$ cat src/rtl/display_scan_mux_if.sv
// -----------------------------------------------------------------------------
// display_scan_mux_if
//
// Purpose:
//   Groups the signals between the datapath and the multiplexed display driver.
//   The datapath side loads new digit values. The display side drives the
//   board pins and reports status.
//
// Parameters:
//   N_DIG      number of hex digits carried on the bus (1..8)
//
// Signals:
//   load       single-cycle strobe from the datapath; captures data_in/dp_in
//   data_in    4*N_DIG hex nibbles, digit k = data_in[4k+3:4k]
//   dp_in      N_DIG decimal-point bits, 1 = lit
//   seg        shared segment bus {dp,g,f,e,d,c,b,a} at pin polarity
//   an         per-digit enables at pin polarity
//   frame_tick one-cycle pulse marking the first displayed slot of a new frame
//   pending    shadow register holds a value that has not been committed yet
//
// Modports:
//   master     datapath side (drives load/data_in/dp_in)
//   slave      display_scan_mux side (drives seg/an/frame_tick/pending)
// -----------------------------------------------------------------------------
interface display_scan_mux_if #(
  parameter int N_DIG = 4
);

  logic                 load;
  logic [4*N_DIG-1:0]   data_in;
  logic [N_DIG-1:0]     dp_in;
  logic [7:0]           seg;
  logic [N_DIG-1:0]     an;
  logic                 frame_tick;
  logic                 pending;

  modport master (
    output load,
    output data_in,
    output dp_in,
    input  seg,
    input  an,
    input  frame_tick,
    input  pending
  );

  modport slave (
    input  load,
    input  data_in,
    input  dp_in,
    output seg,
    output an,
    output frame_tick,
    output pending
  );

endinterface

$ cat src/rtl/display_scan_mux.sv
// -----------------------------------------------------------------------------
// display_scan_mux
//
// Purpose:
//   Drives N_DIG time-multiplexed hex digits from one shared 8-bit segment bus.
//   A prescaler sets how long each digit slot lasts. A digit index walks the
//   digits. New values land in a shadow register and move to the displayed
//   (active) register only when the scan wraps from the last digit to digit 0.
//   This means a frame never mixes old and new digits.
//
// Parameters:
//   N_DIG           number of digits, 1..8
//   DIV             clock cycles per digit slot, >= 1
//   SEG_ACTIVE_LOW  1 = seg/an are active-low (common anode), 0 = active-high
//
// Ports:
//   clk             system clock, rising edge
//   rst_n           asynchronous active-low reset
//   bus (slave)     load/data_in/dp_in in; seg/an/frame_tick/pending out
//
// Optional feature (macro DISPLAY_SCAN_MUX_LZ_BLANK_EN):
//   When defined, leading zeros are blanked. A zero digit above the most
//   significant nonzero digit has segments g..a forced off. Its dp and
//   enable behave normally. Digit 0 is never blanked.
//   When undefined, every digit is always shown.
// -----------------------------------------------------------------------------
module display_scan_mux #(
  parameter int N_DIG          = 4,
  parameter int DIV            = 50000,
  parameter bit SEG_ACTIVE_LOW = 1'b1
) (
  input  logic              clk,
  input  logic              rst_n,
  display_scan_mux_if.slave bus
);

  // Counter widths stay at least 1 bit so DIV=1 / N_DIG=1 still elaborate.
  localparam int PW = (DIV   > 1) ? $clog2(DIV)   : 1;
  localparam int IW = (N_DIG > 1) ? $clog2(N_DIG) : 1;

  localparam logic [PW-1:0]    PRESC_MAX = PW'(DIV - 1);
  localparam logic [IW-1:0]    IDX_MAX   = IW'(N_DIG - 1);

  // XOR masks that convert active-high internal patterns to pin polarity.
  // They are also the "all off" reset values.
  localparam logic [7:0]       SEG_OFF   = SEG_ACTIVE_LOW ? 8'hFF : 8'h00;
  localparam logic [N_DIG-1:0] AN_OFF    = SEG_ACTIVE_LOW ? {N_DIG{1'b1}} : {N_DIG{1'b0}};

  // Scan state
  logic [PW-1:0]      presc_q, presc_d;
  logic [IW-1:0]      idx_q, idx_d;
  logic               tick;
  logic               wrap;

  // Double-buffered digit data
  logic [4*N_DIG-1:0] shadowData_q, shadowData_d;
  logic [N_DIG-1:0]   shadowDp_q, shadowDp_d;
  logic [4*N_DIG-1:0] activeData_q, activeData_d;
  logic [N_DIG-1:0]   activeDp_q, activeDp_d;
  logic               pending_q, pending_d;

  // Registered pin outputs and frame marker pipeline
  logic [7:0]         seg_q, seg_d;
  logic [N_DIG-1:0]   an_q, an_d;
  logic               wrapSeen_q;
  logic               frameTick_q;

  // Current-digit selection
  logic [3:0]         curNib;
  logic               curDp;
  logic               curBlank;
  logic [N_DIG-1:0]   anRaw;
  logic [7:0]         segRaw;
  logic [N_DIG-1:0]   blankMask;

  // Active-high g..a pattern for one hex nibble.
  function automatic logic [6:0] hexToSeg(input logic [3:0] nib);
    logic [6:0] pat;
    case (nib)
      4'h0:    pat = 7'h3F;
      4'h1:    pat = 7'h06;
      4'h2:    pat = 7'h5B;
      4'h3:    pat = 7'h4F;
      4'h4:    pat = 7'h66;
      4'h5:    pat = 7'h6D;
      4'h6:    pat = 7'h7D;
      4'h7:    pat = 7'h07;
      4'h8:    pat = 7'h7F;
      4'h9:    pat = 7'h6F;
      4'hA:    pat = 7'h77;
      4'hB:    pat = 7'h7C;
      4'hC:    pat = 7'h39;
      4'hD:    pat = 7'h5E;
      4'hE:    pat = 7'h79;
      default: pat = 7'h71;
    endcase
    return pat;
  endfunction

  // Prescaler and digit index next state. A tick ends the current slot.
  // A wrap is a tick on the last digit, so the next slot is digit 0 of a
  // new frame. With N_DIG=1 every tick is a wrap.
  always_comb begin
    tick    = (presc_q == PRESC_MAX);
    wrap    = tick && (idx_q == IDX_MAX);
    presc_d = tick ? '0 : presc_q + PW'(1);
    idx_d   = idx_q;
    if (tick) begin
      idx_d = (idx_q == IDX_MAX) ? '0 : idx_q + IW'(1);
    end
  end

  // Double-buffer control. A load always lands in the shadow register, and
  // the last load wins. At a wrap, a load in the same cycle goes straight to
  // the active register. Otherwise a pending shadow value is committed. In
  // both cases nothing is left pending.
  always_comb begin
    shadowData_d = shadowData_q;
    shadowDp_d   = shadowDp_q;
    activeData_d = activeData_q;
    activeDp_d   = activeDp_q;
    pending_d    = pending_q;

    if (bus.load) begin
      shadowData_d = bus.data_in;
      shadowDp_d   = bus.dp_in;
    end

    if (wrap) begin
      if (bus.load) begin
        activeData_d = bus.data_in;
        activeDp_d   = bus.dp_in;
        pending_d    = 1'b0;
      end else if (pending_q) begin
        activeData_d = shadowData_q;
        activeDp_d   = shadowDp_q;
        pending_d    = 1'b0;
      end
    end else if (bus.load) begin
      pending_d = 1'b1;
    end
  end

`ifdef DISPLAY_SCAN_MUX_LZ_BLANK_EN
  logic seenNonZero;

  // Leading-zero mask. Scan from the top digit down. A digit is blanked while
  // no nonzero nibble has been seen at or above it. Digit 0 is left out of the
  // scan, so an all-zero value still shows one "0".
  always_comb begin
    blankMask   = '0;
    seenNonZero = 1'b0;
    for (int k = N_DIG - 1; k >= 1; k--) begin
      if (activeData_q[4*k +: 4] != 4'h0) begin
        seenNonZero = 1'b1;
      end
      blankMask[k] = ~seenNonZero;
    end
  end
`else
  // Without the feature every digit is always displayed.
  assign blankMask = '0;
`endif

  // Select the digit addressed by idx. The mux is written as a loop compare
  // so that an idx beyond N_DIG-1 (not reachable) can never index out of
  // range. The matching enable bit is built one-hot in the same pass.
  always_comb begin
    curNib   = 4'h0;
    curDp    = 1'b0;
    curBlank = 1'b0;
    anRaw    = '0;
    for (int k = 0; k < N_DIG; k++) begin
      if (idx_q == IW'(k)) begin
        curNib   = activeData_q[4*k +: 4];
        curDp    = activeDp_q[k];
        curBlank = blankMask[k];
        anRaw[k] = 1'b1;
      end
    end
    segRaw = {curDp, curBlank ? 7'h00 : hexToSeg(curNib)};
    seg_d  = segRaw ^ SEG_OFF;
    an_d   = anRaw ^ AN_OFF;
  end

  // Scan counters and data registers. Reset clears everything immediately,
  // so a reset in the middle of a frame cannot leave a partial commit.
  always_ff @(posedge clk or negedge rst_n) begin
    if (!rst_n) begin
      presc_q      <= '0;
      idx_q        <= '0;
      shadowData_q <= '0;
      shadowDp_q   <= '0;
      activeData_q <= '0;
      activeDp_q   <= '0;
      pending_q    <= 1'b0;
    end else begin
      presc_q      <= presc_d;
      idx_q        <= idx_d;
      shadowData_q <= shadowData_d;
      shadowDp_q   <= shadowDp_d;
      activeData_q <= activeData_d;
      activeDp_q   <= activeDp_d;
      pending_q    <= pending_d;
    end
  end

  // Pin registers. seg/an follow idx with one cycle of latency. frame_tick
  // is delayed twice from the wrap so that it lines up with the first cycle
  // in which seg/an show digit 0 of the new frame.
  always_ff @(posedge clk or negedge rst_n) begin
    if (!rst_n) begin
      seg_q       <= SEG_OFF;
      an_q        <= AN_OFF;
      wrapSeen_q  <= 1'b0;
      frameTick_q <= 1'b0;
    end else begin
      seg_q       <= seg_d;
      an_q        <= an_d;
      wrapSeen_q  <= wrap;
      frameTick_q <= wrapSeen_q;
    end
  end

  assign bus.seg        = seg_q;
  assign bus.an         = an_q;
  assign bus.frame_tick = frameTick_q;
  assign bus.pending    = pending_q;

endmodule

$ cat src/flat_wrapper.sv
// flat-port wrapper written by rule: the top's interface ports become plain ports
module display_scan_mux_flat 
#(
  parameter int N_DIG          = 4,
  parameter int DIV            = 50000,
  parameter bit SEG_ACTIVE_LOW = 1'b1
)
  (clk, rst_n, bus_load, bus_data_in, bus_dp_in, bus_seg, bus_an, bus_frame_tick, bus_pending);
  display_scan_mux_if #(.N_DIG(N_DIG)) bus_i ();
  input  logic clk;
  input  logic rst_n;
  input wire logic [$bits(bus_i.load)-1:0] bus_load;
  input wire logic [$bits(bus_i.data_in)-1:0] bus_data_in;
  input wire logic [$bits(bus_i.dp_in)-1:0] bus_dp_in;
  output wire logic [$bits(bus_i.seg)-1:0] bus_seg;
  output wire logic [$bits(bus_i.an)-1:0] bus_an;
  output wire logic [$bits(bus_i.frame_tick)-1:0] bus_frame_tick;
  output wire logic [$bits(bus_i.pending)-1:0] bus_pending;
  assign bus_i.load = bus_load;
  assign bus_i.data_in = bus_data_in;
  assign bus_i.dp_in = bus_dp_in;
  assign bus_seg = bus_i.seg;
  assign bus_an = bus_i.an;
  assign bus_frame_tick = bus_i.frame_tick;
  assign bus_pending = bus_i.pending;
  display_scan_mux #(.N_DIG(N_DIG), .DIV(DIV), .SEG_ACTIVE_LOW(SEG_ACTIVE_LOW)) u_core (.clk(clk), .rst_n(rst_n), .bus(bus_i));
endmodule
$ cat config.mk
export PLATFORM = sky130hd
export DESIGN_NAME = display_scan_mux_flat
export DESIGN_NICKNAME = d
export VERILOG_FILES = /design/src/rtl/display_scan_mux_if.sv /design/src/rtl/display_scan_mux.sv /design/src/flat_wrapper.sv
export SDC_FILE = /design/constraint.sdc
export NUM_CORES = 1
export LEC_CHECK = 0
export CELL_PAD_IN_SITES_DETAIL_PLACEMENT = 1
export CELL_PAD_IN_SITES_GLOBAL_PLACEMENT = 2
export CORE_AREA = 2 2 99 101
export DETAILED_ROUTE_END_ITERATION = 10
export DIE_AREA = 0 0 101 103
export PLACE_DENSITY = 0.71
export SYNTH_ARGS = -nofsm -noshare
export SYNTH_HDL_FRONTEND = slang
export SYNTH_SLANG_ARGS = --single-unit
$ cat constraint.sdc
create_clock -name clk -period 2.9 [get_ports clk]
set_input_delay 0.58 -clock clk [delete_from_list [all_inputs] [get_ports clk]]
set_output_delay 0.58 -clock clk [all_outputs]
set_load 0.02 [all_outputs]
Yosys cells after proc, flatten, opt, wreduce, memory -nomap -nowiden
Memory sizes are Yosys's and may differ from the RTL's.
Cells that the tools add are included.
{ "totals": {"word_cells": 45, "reg_bits": 73, "mem_bits_rw": 0, "romBits": 112, "in_bits": 23, "out_inout_bits": 14, "latchBits": 0, "n_memories": 1} }
{ "memory_table": {"columns": ["name", "depth", "word_bits", "rd", "rd_ports_with_merged_regs", "write_ports", "line_no", "text"], "rows": [
  ["(no name shown)", 16, 7, 1, 0, 0, "display_scan_mux.sv:79", "case (nib)"]
]} }
{ "classes": {"n_bitwise": 2, "div": 0, "n_eq_ne": 4, "magnitude_cmp": 0, "n_reduce_logical": 5, "mul": 0, "n_addsub": 2, "shift": 0, "mux": 20} }
{ "op_table": {"columns": ["operator", "count"], "rows": [
  ["two-way mux 16 bit", 3],
  ["two-way mux 4 bit", 6],
  ["adder 16 x 1 -> 16 bit, second input constant", 1],
  ["== test 16 bit, second input constant", 1],
  ["two-way mux 1 bit", 10],
  ["inverter 8 bit", 1],
  ["== test 2 bit, second input constant", 2],
  ["inverter 4 bit", 1],
  ["nonzero test 2 bit", 2],
  ["adder 2 x 1 -> 2 bit, second input constant", 1],
  ["== test 2 x 1 -> 1 bit, second input constant", 1],
  ["zero test 2 bit", 1],
  ["two-way mux 2 bit", 1],
  ["AND reduction 2 bit", 1],
  ["logical AND 1 bit", 1]
]} }

Logic depth before layout (Yosys ltp)
Gate-level depths: netlist of run 1.
An unclocked memory read counts as a cell.
{ "logic_depth": {"ltp_word": 7, "mapped_depth": 10} }

Least setup slack after synthesis of run 1
OpenSTA, ideal clock, no wires.
{ "synth_path": {"kind": "flip-flop to flip-flop", "start": "register u_core.idx_q[0]", "end": "register u_core.seg_q[2], in the netlist u_core.bus.seg[2]", "required_time_ps": 2821, "synth_period_minus_slack_ps": 2150, "arrival_time_ps": 2071, "setup_time_ps": 79, "stages_incl_launch_ff": 9, "path_slack_ps": 750, "path_buffers": 0, "path_cell_list": "dfrtp_1 -> ha_1 -> inv_2 -> nand2_1 -> o221ai_1 -> inv_1 -> ha_1 -> or3_1 -> o21ai_0"} }
{ "synth_between": {"elab_chain_len": 7, "word_cells_on_any_way": 10, "cone_classes": "3 x eq/ne; 4 x mux; 1 x bitwise; 1 x reduce/logical; 1 x memory"} }
{ "synth_lines": {"columns": ["item", "line_no", "text"], "rows": [
  ["start: declaration", "display_scan_mux.sv:51", "logic [IW-1:0] idx_q, idx_d;"],
  ["start signal: assignment", "display_scan_mux.sv:199", "idx_q <= idx_d;"],
  ["zero test 2 bit", "display_scan_mux.sv:174", "if (idx_q == IW'(k)) begin"],
  ["two-way mux 4 bit (3 in a row)", "display_scan_mux.sv:174", null],
  ["two-way mux 4 bit (*)", "display_scan_mux.sv:174", null],
  ["memory read (16 x 7 bit) (*)", null, null],
  ["inverter 8 bit (no line) (*)", null, null],
  ["named net u_core.seg_d[2]", "display_scan_mux.sv:63", "logic [7:0] seg_q, seg_d;"],
  ["end signal: assignment", "display_scan_mux.sv:218", "seg_q <= seg_d;"],
  ["end: declaration", "display_scan_mux.sv:63", null]
]} }
The timed path passes the listed nets; every way through them passes the cells marked *.
A chain may end at the register's enable or synchronous reset.

Final worst setup path of run 1
{ "layout_path": {"start": "register u_core.idx_q[0]", "end": "register u_core.seg_q[0], in the netlist u_core.bus.seg[0]"} }
Same word-level chain as after synthesis.

==> results of run 1 <==
==> sequential cells by signal, indices dropped and copies added (netlist names) <==
signal / cells
u_core.activeData_q: 16
u_core.activeDp_q: 4
u_core.bus.seg: 8
u_core.presc_q: 16
u_core.idx_q: 2
u_core.shadowData_q: 16
u_core.shadowDp_q: 4
u_core.bus.pending: 1
u_core.bus.frame_tick: 1
u_core.wrapSeen_q: 1
u_core.bus.an: 4
==> cell usage in the layout, fill, tap and decap left out, drive strengths merged, types with 7 or more instances in the layout <==
cell            n
mux2i           8
clkdlybuf4s50  35
o21ai           9
inv            11
clkbuf         12
dfrtp          61
mux2           40
nand3           7
ha             11
buf             8
nand2          15
dfstp          12
nor2           14
xnor2           9
==> final cells by class <==
cell class / count / area share (%)
sequential: 73 / 47.5
multi-input combinational: 151 / 31.9
timing repair buffer: 44 / 10.8
clock buffer: 12 / 4.00
tap: 114 / 3.68
inverter: 11 / 1.06
clock inverter: 3 / 1.03
==> logic make-up after synthesis <==
kind of cell               synth area share [%]
xor gates and xnor gates                   3.87
AOI/OAI and AO/OA                          5.33
muxes                                      16.7
and+or+nand+nor                            8.80
buffers and inverters                      2.80
DFF                                        58.1
adders and majority gates                  4.34
==> cells in the mapped netlist <==
| cell type | count |
|---|---|
| dfstp_2 | 12 |
| nor4_4 | 1 |
| and3_1 | 3 |
| nor3b_1 | 1 |
| o221ai_1 | 3 |
| mux2_2 | 39 |
| inv_1 | 10 |
| dfrtp_1 | 61 |
| nand4_1 | 4 |
| nand2_1 | 15 |
| nand3_2 | 1 |
| a22oi_1 | 1 |
| o21ai_0 | 9 |
| nand3_1 | 6 |
| inv_2 | 1 |
| o32ai_1 | 1 |
| xor2_1 | 5 |
| ha_1 | 11 |
| or3_1 | 1 |
| a31o_2 | 1 |
| buf_2 | 2 |
| clkbuf_1 | 4 |
| a21oi_1 | 2 |
| o221a_2 | 1 |
| and4_1 | 1 |
| or4_4 | 1 |
| buf_6 | 2 |
| mux2i_1 | 8 |
| o21a_1 | 1 |
| nor2b_1 | 1 |
| o22ai_1 | 2 |
| nand2b_1 | 1 |
| xnor2_1 | 9 |
| a211oi_1 | 3 |
| nor4b_1 | 1 |
| a211o_1 | 1 |
| nor2_1 | 14 |
| mux2_1 | 1 |
| nor3_1 | 2 |
==> path summary, 6_finish.rpt <==
| path | end | slack (ns) | cells past startpoint |
|---|---|---|---|
| min in group asynchronous | u_core.shadowData_q[3] | 0.54 | 2 |
| max in group asynchronous | u_core.bus.seg[1] | 1.69 | 3 |
| hold / removal | u_core.bus.frame_tick | 0.36 | 0 |
| setup / recovery | u_core.bus.seg[0] | 0.40 | 9 |
| setup reg to reg | u_core.bus.seg[0] | 0.40 | 9 |
| hold reg to reg | u_core.bus.frame_tick | 0.36 | 0 |
==> power groups by stage <==
stage / sequential [mW] / clock (mW) / combinational [mW]
after CTS: 1.08 / 0.827 / 0.168
after detailed placement: 1.10 / 0 / 0.167
final: 1.08 / 0.801 / 0.163
after floorplan: 1.11 / 0 / 0.0724
after global placement: 1.10 / 0 / 0.164
after global routing: 1.09 / 0.872 / 0.182
==> stage by stage <==
stage	cells	instance area (um2)	utilization, %	power (mW)	hold WS [ns]
2_1_floorplan	243	3170	-	1.18	0.284
6_report	408	3880	41.0	2.05	0.360
4_1_cts	408	3880	41.0	2.08	0.362
3_3_place_gp	392	3670	38.8	1.27	0.338
3_5_place_dp	392	3670	38.8	1.27	0.345
5_1_grt	408	3880	41.0	2.14	0.372
==> metal layers <==
layer | share of wire, % | global-route usage (%) | up-vias
met5 | 0 | 0 | -
met4 | 1.8 | 5.93 | 0
met3 | 3.2 | 3.66 | 8
met2 | 47 | 21.2 | 29
met1 | 48 | 17.0 | 971
li1 | - | - | 941
==> flow_summary_export.csv, run 1 <==
group,metric,value,unit
outcome,outcome,"completed",
setup_path,path_delay_family,"compound AO/OA/AOI/OAI gates",
synth,yosysTopAreaCellShare,48.2,%
detailed_routing,via_per_inst,4.78,
setup_path,rr_startpoint,"u_core.idx_q[0]",
grt,grt_first_pass_wirelength,10.4,mm
timing,layout_setup_ws,0.405,ns
timing,fin_skew,0.0105,ns
timing,fin_crit,2.50,ns
timing,setup_viol,0,
placed_design,place_ws,0.449,ns
run,drv_cap,0,
power_and_ir_drop,leakagePower,1.70,nW
grt,antenna_found_initial,0,
placed_design,dp_hpwl,4.35,mm
layout,n_antenna_cell,0,
timing,relSlewSlack,66.2,%
grt,grt_max_degree,38,
worst_hold_path,hold_start,"u_core.wrapSeen_q",
synth,synth_area,3170,um2
clock_tree,post_cts_buffers,0,
detailed_routing,postRouteAntennaNets,0,
layout,area_growth,22.3,%
detailed_routing,via_count,1949,
die,pin_count,37,
setup_path,cp_common_cell,"inv_1",
power_and_ir_drop,switching_share,22.2,%
layout,nets,324,
synth,yosysTopAreaCell,"dfrtp_1",
power_and_ir_drop,p_int,1.59,mW
setup_path,slowest_delay,0.42,ns
detailed_routing,first_pass_iters,4,
power_and_ir_drop,ir_drop,0.000197,V
clock_tree,cts.reportedPaths.clkPinSlew,0.08,ns
detailed_routing,wl_per_cell,15.1,um
layout,ff_latch_area,1840,um2
synth,yosysSeqAreaShare,58.1,%
timing,final-hold-violation-count,0,
clock_tree,numCtsBuffers,9,
timing,rsz0062_at_grt,"false",
die,die_area,10400,um2
synth,synth_cell_type_count,39,
clock_tree,cts_root_buffer,"clkbuf_8",
placed_design,port_buffers,36,
clock_tree,cts_tree,"yes",
layout,nFillCells,1001,
layout,drive_gt1_share,26.9,%
synth,syn_nets,277,
synth,synth_warnings,0,
synth,syn-instance-count,243,
setup_path,required,3.17,ns
die,core_area,9460,um2
synth,synthTopCellsByArea,"dfrtp_1, mux2_2, dfstp_2, ha_1, mux2i_1",
detailed_routing,routed_wl,6.17,mm
clock_tree,clock_latency,0.34,ns
setup_path,cp_slowest_cell,"a22oi_1",
grt,gr-usage-all-layers,13.3,%
setup_path,path_max_fanout,7,
synth,ys_ff_latch,73,
die,die_w,101,um
timing,period_share,86.0,%
placed_design,gp_congestion,0.774,
setup_path,crit_arrival,2.77,ns
clock_tree,cts.hold.buffers_added,1,
grt,grt_pass1_vias,2075,
clock_tree,htree_num_levels,3,
detailed_routing,drt_iter0_markers,51,
timing,tns,0,ns
die,row_count,36,
timing,slew_viol_final,0,
clock_tree,cts_sinks,73,
layout,multi_input_area,1240,um2
die,dieHeight,103,um
timing,tightest_slew,0.507,ns
power_and_ir_drop,comb_power_share,8.0,%
die,start_util,33.5,%
timing,fmax,401,MHz
setup_path,cp_cell_sequence,"inv_1, ha_1, inv_1, o21a_1, a22oi_1, inv_1, ha_1, and3_1, a211o_1",
synth,syn_area_per_cell,13.0,um2
power_and_ir_drop,power.density,528,nW/um2
power_and_ir_drop,p_sw,454,uW
setup_path,crit_buf_inv,3,
grt,overflow,0,
clock_tree,cts.path.max_buffers,2,
power_and_ir_drop,p_seq_share,52.9,%
detailed_routing,drc_errors,0,
setup_path,worstSetupEndpointType,"flop",
worst_hold_path,hp-class,"reg -> reg",
power_and_ir_drop,clockPowerShare,39.1,%
setup_path,cp-start-kind,"flop",
setup_path,crit_start,"u_core.idx_q[0]",
clock_tree,cts_resized,0,
setup_path,crit_type,"reg -> reg",
(Power assumes the default switching activity.)
==> run 2: changes to the inputs <==
Settings changed: CTS_CLUSTER_DIAMETER set to 200.
==> results of run 2 <==
The final DEF is identical to that of run 1; final timing and power are the same.
